===== src/rtl/csi_pkg.sv =====
// Shared constants and state type for the CSI-2 packet parser.
package csi_pkg;

  localparam logic [5:0] DT_FS     = 6'h00;
  localparam logic [5:0] DT_FE     = 6'h01;
  localparam logic [5:0] DT_LS     = 6'h02;
  localparam logic [5:0] DT_LE     = 6'h03;
  localparam logic [5:0] DT_RAW8   = 6'h2A;
  localparam logic [7:0] SYNC_BYTE = 8'hB8;

  typedef enum logic [1:0] {
    IDLE    = 2'd0,
    HDR     = 2'd1,
    PAYLOAD = 2'd2,
    CRC     = 2'd3
  } csi_state_e;

endpackage


===== src/rtl/csi_pkt_parser.sv =====
// Single-lane CSI-2 packet parser: header decode, short-packet markers,
// payload streaming and raw CRC capture after sync detection.
//
//   state   | meaning
//   IDLE    | waiting for sync_found while the lane is in HS
//   HDR     | collecting DI, WC LSB, WC MSB, ECC
//   PAYLOAD | streaming WC payload bytes
//   CRC     | collecting CRC LSB then MSB
module csi_pkt_parser
  import csi_pkg::*;
#(
  parameter logic [15:0] MAX_WC      = 16'd4096,
  parameter logic [5:0]  LONG_DT_MIN = 6'h10
) (
  input  logic        i_clk,
  input  logic        i_rst_n,
  input  logic        i_hs_active,
  input  logic        i_sync_found,
  input  logic [7:0]  i_byte_in,
  input  logic        i_byte_vld,
  output logic [7:0]  o_pix_data,
  output logic        o_pix_vld,
  output logic        o_hdr_vld,
  output logic [1:0]  o_virt_ch,
  output logic [5:0]  o_data_type,
  output logic [15:0] o_word_count,
  output logic [7:0]  o_ecc,
  output logic        o_frame_start,
  output logic        o_frame_end,
  output logic        o_line_start,
  output logic        o_line_end,
  output logic [15:0] o_pkt_crc,
  output logic        o_crc_vld,
  output logic        o_hdr_err,
  output logic        o_pkt_abort
);

  csi_state_e  r_state;
  csi_state_e  w_state_nxt;
  logic [1:0]  r_cnt;
  logic [1:0]  w_cnt_nxt;
  logic [15:0] r_rem;
  logic [15:0] w_rem_nxt;
  logic [7:0]  r_di;
  logic [7:0]  r_wc_lsb;
  logic [7:0]  r_wc_msb;
  logic [7:0]  r_crc_lsb;

  logic [15:0] w_wc;
  logic [5:0]  w_dt;
  logic        w_accept;
  logic        w_hdr_done;
  logic        w_hdr_err;
  logic        w_pix;
  logic        w_crc_done;
  logic        w_abort;
  logic [3:0]  w_mark;

  assign w_wc     = {r_wc_msb, r_wc_lsb};
  assign w_dt     = r_di[5:0];
  assign w_accept = i_hs_active & i_byte_vld;

  always_ff @(posedge i_clk or negedge i_rst_n) begin
    if (!i_rst_n) begin
      r_state <= IDLE;
      r_cnt   <= 2'd0;
      r_rem   <= 16'd0;
    end else begin
      r_state <= w_state_nxt;
      r_cnt   <= w_cnt_nxt;
      r_rem   <= w_rem_nxt;
    end
  end

  always_comb begin
    w_state_nxt = r_state;
    w_cnt_nxt   = r_cnt;
    w_rem_nxt   = r_rem;
    w_hdr_done  = 1'b0;
    w_hdr_err   = 1'b0;
    w_pix       = 1'b0;
    w_crc_done  = 1'b0;
    w_abort     = 1'b0;
    w_mark      = 4'b0000;
    // Losing HS anywhere inside a packet drops the byte and returns to IDLE.
    if (r_state != IDLE && !i_hs_active) begin
      w_state_nxt = IDLE;
      w_abort     = 1'b1;
    end else begin
      case (r_state)
        IDLE: begin
          if (i_sync_found && i_hs_active) begin
            w_state_nxt = HDR;
            w_cnt_nxt   = 2'd0;
          end
        end
        HDR: begin
          if (i_byte_vld) begin
            w_cnt_nxt = r_cnt + 2'd1;
            if (r_cnt == 2'd3) begin
              w_hdr_done = 1'b1;
              if (w_dt < LONG_DT_MIN) begin
                w_state_nxt = IDLE;
                case (w_dt)
                  DT_FS:   w_mark[0] = 1'b1;
                  DT_FE:   w_mark[1] = 1'b1;
                  DT_LS:   w_mark[2] = 1'b1;
                  DT_LE:   w_mark[3] = 1'b1;
                  default: w_mark    = 4'b0000;
                endcase
              end else if (w_wc > MAX_WC) begin
                w_hdr_err   = 1'b1;
                w_state_nxt = IDLE;
              end else if (w_wc == 16'd0) begin
                w_state_nxt = CRC;
                w_cnt_nxt   = 2'd0;
              end else begin
                w_rem_nxt   = w_wc;
                w_state_nxt = PAYLOAD;
              end
            end
          end
        end
        PAYLOAD: begin
          if (i_byte_vld) begin
            w_pix     = 1'b1;
            w_rem_nxt = r_rem - 16'd1;
            if (r_rem == 16'd1) begin
              w_state_nxt = CRC;
              w_cnt_nxt   = 2'd0;
            end
          end
        end
        CRC: begin
          if (i_byte_vld) begin
            if (r_cnt == 2'd0) begin
              w_cnt_nxt = 2'd1;
            end else begin
              w_crc_done  = 1'b1;
              w_state_nxt = IDLE;
            end
          end
        end
        default: w_state_nxt = IDLE;
      endcase
    end
  end

  always_ff @(posedge i_clk or negedge i_rst_n) begin
    if (!i_rst_n) begin
      r_di          <= 8'd0;
      r_wc_lsb      <= 8'd0;
      r_wc_msb      <= 8'd0;
      r_crc_lsb     <= 8'd0;
      o_pix_data    <= 8'd0;
      o_pix_vld     <= 1'b0;
      o_hdr_vld     <= 1'b0;
      o_virt_ch     <= 2'd0;
      o_data_type   <= 6'd0;
      o_word_count  <= 16'd0;
      o_ecc         <= 8'd0;
      o_frame_start <= 1'b0;
      o_frame_end   <= 1'b0;
      o_line_start  <= 1'b0;
      o_line_end    <= 1'b0;
      o_pkt_crc     <= 16'd0;
      o_crc_vld     <= 1'b0;
      o_hdr_err     <= 1'b0;
      o_pkt_abort   <= 1'b0;
    end else begin
      if (r_state == HDR && w_accept) begin
        case (r_cnt)
          2'd0:    r_di     <= i_byte_in;
          2'd1:    r_wc_lsb <= i_byte_in;
          2'd2:    r_wc_msb <= i_byte_in;
          default: ;
        endcase
      end
      if (r_state == CRC && w_accept && r_cnt == 2'd0) begin
        r_crc_lsb <= i_byte_in;
      end
      o_pix_vld <= w_pix;
      if (w_pix) begin
        o_pix_data <= i_byte_in;
      end
      o_hdr_vld <= w_hdr_done;
      if (w_hdr_done) begin
        o_virt_ch    <= r_di[7:6];
        o_data_type  <= w_dt;
        o_word_count <= w_wc;
        o_ecc        <= i_byte_in;
      end
      o_crc_vld <= w_crc_done;
      if (w_crc_done) begin
        o_pkt_crc <= {i_byte_in, r_crc_lsb};
      end
      o_frame_start <= w_mark[0];
      o_frame_end   <= w_mark[1];
      o_line_start  <= w_mark[2];
      o_line_end    <= w_mark[3];
      o_hdr_err     <= w_hdr_err;
      o_pkt_abort   <= w_abort;
    end
  end

endmodule


===== config.mk =====
export PLATFORM = sky130hd
export DESIGN_NAME = csi_pkt_parser
export DESIGN_NICKNAME = d
export VERILOG_FILES = /design/src/rtl/csi_pkg.sv /design/src/rtl/csi_pkt_parser.sv
export SDC_FILE = /design/constraint.sdc
export NUM_CORES = 1
export LEC_CHECK = 0
export CORE_AREA = 2 2 109 111
export DETAILED_ROUTE_END_ITERATION = 12
export DIE_AREA = 0 0 111 113
export PLACE_DENSITY = 0.77
export REMOVE_ABC_BUFFERS = 1
export SYNTH_ARGS = -nofsm -noshare
export SYNTH_HDL_FRONTEND = slang
export SYNTH_SLANG_ARGS = --single-unit

===== constraint.sdc =====
create_clock -name i_clk -period 2.9 [get_ports i_clk]
set_input_delay 0.87 -clock i_clk [delete_from_list [all_inputs] [get_ports i_clk]]
set_output_delay 0.87 -clock i_clk [all_outputs]
set_load 0.02 [all_outputs]

# Word-level counts from Yosys, hierarchy flattened
# Index checks and enable logic that the tools add are counted.
dict set report totals {
  elab_cells 130
  out_inout_bits 65
  reg_bits 117
}
dict set report op_classes {
  order_cmp 2
  eq_ne 27
  reduce_logical 18
  bitwise_logic 2
  n_addsub 2
  mux 57
}
# operator count
set op_table {}
lappend op_table {{$mux W16} 6}
lappend op_table {{$mux W2} 20}
lappend op_table {{$pmux W16 S2} 1}
lappend op_table {{$mux W1} 23}
lappend op_table {{$ne A3 B3 Y1 const B} 7}
lappend op_table {{$mux W4} 5}
lappend op_table {{$ne A2 B2 Y1 const B} 10}
lappend op_table {{$eq A16 B1 Y1 const B} 1}
lappend op_table {{$gt A16 B13 Y1 const B} 1}
lappend op_table {{$logic_not A16 Y1} 1}
lappend op_table {{$pmux W2 S4} 2}
lappend op_table {{$sub A16 B1 Y16 const B} 1}
lappend op_table {{$reduce_and A7 Y1} 2}
lappend op_table {{$eq A6 B2 Y1 const B} 2}
lappend op_table {{$eq A2 B2 Y1 const B} 4}
lappend op_table {{$reduce_and A8 Y1} 1}
lappend op_table {{$eq A6 B1 Y1 const B} 1}
lappend op_table {{$logic_not A6 Y1} 1}
lappend op_table {{$lt A6 B5 Y1 const B} 1}
lappend op_table {{$reduce_and A2 Y1} 3}
lappend op_table {{$logic_and A1 B1 Y1} 5}
lappend op_table {{$eq A2 B1 Y1 const B} 2}
lappend op_table {{$logic_not A2 Y1} 2}
lappend op_table {{$reduce_bool A2 Y1} 2}
lappend op_table {{other kinds (4)} 4}

# Longest topological paths before layout
dict set report logic_depth {
  depth_word 8
  ltp_mapped 8
  ltp_nobuf 7
}

# Worst setup path before layout
# Ideal clock, no wire load.
dict set report synth_timing {
  kind {input port to flip-flop}
  start {input i_byte_vld}
  end {register o_pkt_crc[10]}
  setup_time_ns 0.128
  slack_ns 0.333
  arrival_time_ns 2.439
  path_stages 5
  required_time_ns 2.772
  path_buffers 2
  path_cell_list {clkbuf_1 > nand2_1 > nor3_1 > buf_2 > mux2_1}
}
dict set report synth_between {
  elab_chain_cells 3
}
# item line_no
set synth_lines {}
lappend synth_lines {{start, declared} csi_pkt_parser.sv:20} ;# input logic i_byte_vld,
lappend synth_lines {{$mux W1} csi_pkt_parser.sv:135} ;# if (i_byte_vld) begin
lappend synth_lines {{$mux W1} csi_pkt_parser.sv:90} ;# case (r_state)
lappend synth_lines {{$mux W1} csi_pkt_parser.sv:86} ;# if (r_state != IDLE && !i_hs_active) begin
lappend synth_lines {{net w_crc_done} csi_pkt_parser.sv:55} ;# logic w_crc_done;
lappend synth_lines {{end signal, assigned} csi_pkt_parser.sv:195} ;# o_pkt_crc <= {i_byte_in, r_crc_lsb};
lappend synth_lines {{end, declared} csi_pkt_parser.sv:32} ;# output logic [15:0] o_pkt_crc,
# The timed path passes the listed nets, and every way through them passes these cells.
# A chain may end at the register's enable or synchronous reset.

# Worst setup path after layout
dict set report layout_timing {
  start {register r_wc_lsb[6]}
  end {register r_rem[4]}
}
dict set report layout_between {
  elab_chain_cells 3
  word_cells_on_any_way 5
  cone_classes {order compare (1); eq/ne (2); reduce/logical (2)}
}
# item line_no
set layout_lines {}
lappend layout_lines {{start, declared} csi_pkt_parser.sv:45} ;# logic [7:0] r_wc_lsb;
lappend layout_lines {{start signal, assigned} csi_pkt_parser.sv:174} ;# 2'd1: r_wc_lsb <= i_byte_in;
lappend layout_lines {{$gt A16 B13 Y1 / $logic_not A16 Y1 (equally long branches)} {csi_pkt_parser.sv:111, csi_pkt_parser.sv:114}}
lappend layout_lines {{$ne A2 B2 Y1 (no line)} n/a}
lappend layout_lines {{$reduce_and A8 Y1 (no line) (*)} n/a}
lappend layout_lines {{end signal, assigned} csi_pkt_parser.sv:71} ;# r_rem <= w_rem_nxt;
lappend layout_lines {{end, declared} csi_pkt_parser.sv:42} ;# logic [15:0] r_rem;
# Every way passes the cells marked *; elsewhere a longest branch is shown, timed or not.

==> results.sh <==
export IMPL_grtUsageTotal_pct=20.5
export IMPL_synth_area_mm2=0.00500
export IMPL_ir_drop_uv=467
export IMPL_areaGrowthSynthToFinish_pct=32.1
export IMPL_synth_flop_cell="dfrtp_1"
export IMPL_clkLatencyLatePin_ns=0.41
export IMPL_p_leak_nw=3.04
export IMPL_p_total_mw=6.05
export IMPL_cp_start_kind="flip-flop"
export IMPL_cp_buffers_inverters=0
export IMPL_rsz0062_at_grt="no"
export IMPL_path_class="reg -> reg"
export IMPL_post_cts_resized=0
export IMPL_fp_dieW_um=111
export IMPL_antenna_found_initial=0
export IMPL_drive_gt1_share_pct=25.5
export IMPL_yosysTopAreaCell="dfrtp_1"
export IMPL_holdWs_ns=0.454
export IMPL_seq_area_frac_synth_pct=58.6
export IMPL_postCtsSetupBuffers=0
export IMPL_wl_per_cell_um=18.6
export IMPL_viasPerCell=5.47
export IMPL_cts_sinks=117
export IMPL_drt_pass1_iter_count=4
export IMPL_worst_pin_slew_ns=0.600
export IMPL_fin_util_pct=58.6
export IMPL_drt_iter0_drc=190
export IMPL_finalCritPeriodShare_pct=86.3
export IMPL_synth_most_common_cell="dfrtp_1"
export IMPL_grt_pass1_wl_um=20000
export IMPL_clock_path_buffers=2
export IMPL_setup_ws_ns=0.398
export IMPL_synth_avg_cell_area_um2=12.6
export IMPL_clk_pin_slew_ns=0.06
export IMPL_ys_types=53
export IMPL_synth_area_leaders="dfrtp_1 59%, mux2_2 16%, nand2_1 3.2%"
export IMPL_cp_top_family="simple AND/OR/NAND/NOR gates"
export IMPL_grt_max_degree=48
export IMPL_synth_top_area_share_pct=58.6
export IMPL_crit_slowest_cell="or4_1"
export IMPL_core_area_mm2=0.0113
export IMPL_place_gp_congestion=0.885
export IMPL_cts_tree="built"
export IMPL_synth_async_reset_ratio_pct=100
export IMPL_die_h_um=113
export IMPL_clk_root_buffer_cell="clkbuf_16"
export IMPL_rows=39
export IMPL_crit_fanout=7
export IMPL_htree_num_levels=4
export IMPL_initial_core_util_pct=44.4
export IMPL_cts_buffers=17
export IMPL_finalSetupTns_ns=0
export IMPL_synth_edf_count=0
export IMPL_portBuffers=77
export IMPL_drv_slew=0
export IMPL_hp_class="in -> async"
export IMPL_grt_pass1_vias=3788
export IMPL_skew_ns=0.0123
export IMPL_pre_cts_slack_ns=0.0898
export IMPL_outcome="finished clean"
export IMPL_hold_viol=0
export IMPL_post_dp_hpwl_um=8220
export IMPL_hold_buffers=0
export IMPL_maxCapViolCount=0
export IMPL_arrival_ns=2.79
export IMPL_crit_chain="or4_1 > o31ai_2 > and3_1 > o21ai_4 > a221o_1"
export IMPL_cp_required_ns=3.19
export IMPL_nets=512
export IMPL_ios=78
export IMPL_num_vias=3547
export IMPL_grt_overflow_total=0
export IMPL_report_final_setup_viol=0
export IMPL_cp_slowest_stage_delay_ns=0.61
export IMPL_drtAntennaViolNets=0
export IMPL_worstSetupEndpointType="flip-flop"
export IMPL_yosys_register_bits=117
export IMPL_fmax_mhz=400
export IMPL_synth_common_cells="117 x dfrtp_1, 70 x mux2_2, 43 x nand2_1"
export IMPL_min_period_ns=2.50
export IMPL_yosys_warnings=0
export IMPL_timing_slew_headroom_pct=60.0
export IMPL_drc=0
export IMPL_power_density_mw_per_mm2=917
export IMPL_syn_instance_count=396
export IMPL_die_area_mm2=0.0125
export IMPL_diodes=0
export IMPL_wl_um=12100
-- flip-flops by register name, indices dropped and copies added, names as in the netlist, 6 cells and up --
| name | count |
|---|---|
| o_data_type | 6 |
| r_wc_lsb | 8 |
| r_wc_msb | 8 |
| o_word_count | 16 |
| r_rem | 16 |
| o_ecc | 8 |
| o_pix_data | 8 |
| r_di | 8 |
| o_pkt_crc | 16 |
| r_crc_lsb | 8 |
-- cell type report --
cell class / count / area, µm²
Fill cell: 865 / 4670
Sequential cell: 117 / 2930
Multi-Input combinational cell: 257 / 1990
Timing Repair Buffer: 93 / 913
Clock buffer: 18 / 429
Tap cell: 143 / 179
Clock inverter: 14 / 141
Inverter: 7 / 26.3
-- cells in the final DEF (no fill, tap or decap), drive strengths merged, types with 2 or more instances in the layout --
| cell type | Yosys | routed |
|---|---|---|
| buf | 4 | 17 |
| mux2 | 81 | 81 |
| and3 | 5 | 5 |
| inv | 7 | 14 |
| or4 | 5 | 5 |
| a21oi | 8 | 8 |
| or3 | 5 | 5 |
| o21ai | 8 | 8 |
| nand3b | 2 | 2 |
| a21boi | 3 | 3 |
| o221a | 4 | 4 |
| clkinvlp | 0 | 4 |
| nor2b | 3 | 3 |
| clkdlybuf4s50 | 0 | 76 |
| nor4 | 3 | 3 |
| clkinv | 0 | 2 |
| clkbuf | 11 | 18 |
| nand2 | 44 | 44 |
| o211ai | 3 | 3 |
| nand4 | 2 | 2 |
| dfrtp | 117 | 117 |
| ha | 6 | 6 |
| a221o | 5 | 5 |
| nand2b | 3 | 3 |
| o31ai | 4 | 4 |
| or2 | 4 | 4 |
| nor3 | 12 | 12 |
| a31oi | 2 | 2 |
| nand3 | 13 | 13 |
| nor2 | 18 | 18 |
-- worst paths after layout --
check	startpoint	to	slack [ns]	cells after the start
max	r_wc_lsb[6]$_DFFE_PN0P_	r_rem[4]$_DFFE_PN0P_	0.40	5
max reg2reg	r_wc_lsb[6]$_DFFE_PN0P_	r_rem[4]$_DFFE_PN0P_	0.40	5
min	i_rst_n	o_pkt_crc[3]$_DFFE_PN0P_	0.45	1
max in group asynchronous	i_rst_n	o_pkt_abort$_DFF_PN0_	1.65	2
min reg2reg	o_pkt_crc[6]$_DFFE_PN0P_	o_pkt_crc[6]$_DFFE_PN0P_	0.49	1
min in group i_clk	o_pkt_crc[6]$_DFFE_PN0P_	o_pkt_crc[6]$_DFFE_PN0P_	0.49	1
-- through the flow --
stage | cell area [µm²] | std cells
global placement | 6030 | 617
CTS | 6600 | 649
detailed placement | 6030 | 617
finish | 6600 | 649
floorplan | 4930 | 381
global route | 6600 | 649
-- where the power goes --
group / internal, mW / switching [mW] / total, mW / leakage (nW)
combinational: 0.806 / 0.778 / 1.58 / 1.22
clock: 1.20 / 0.801 / 2.00 / 0.267
sequential: 2.05 / 0.420 / 2.47 / 1.56
-- cell families (layout without fill, tap and decap cells) --
group           count (synthesis)  in the layout  share of synthesized area, %
simple gates                  123            123                          12.3
flops                         117            117                          58.6
mux                            82             82                          18.4
compound gates                 45             45                          7.23
buf+inv                        22            132                          1.83
fa+ha+maj                       6              6                          1.50
xor+xnor                        1              1                         0.175
-- metal layers --
metal / up-vias / part of all wire [%] / routed length (µm) / global-route usage [%]
met1: 1796 / 42 / 5040 / 25.1
met3: 21 / 5.9 / 708 / 7.23
met4: 0 / 1.9 / 227 / 7.08
met5: - / 0 / 0 / 0
met2: 94 / 50 / 6080 / 34.0
li1: 1636 / - / - / -
(Power assumes the default switching activity.)
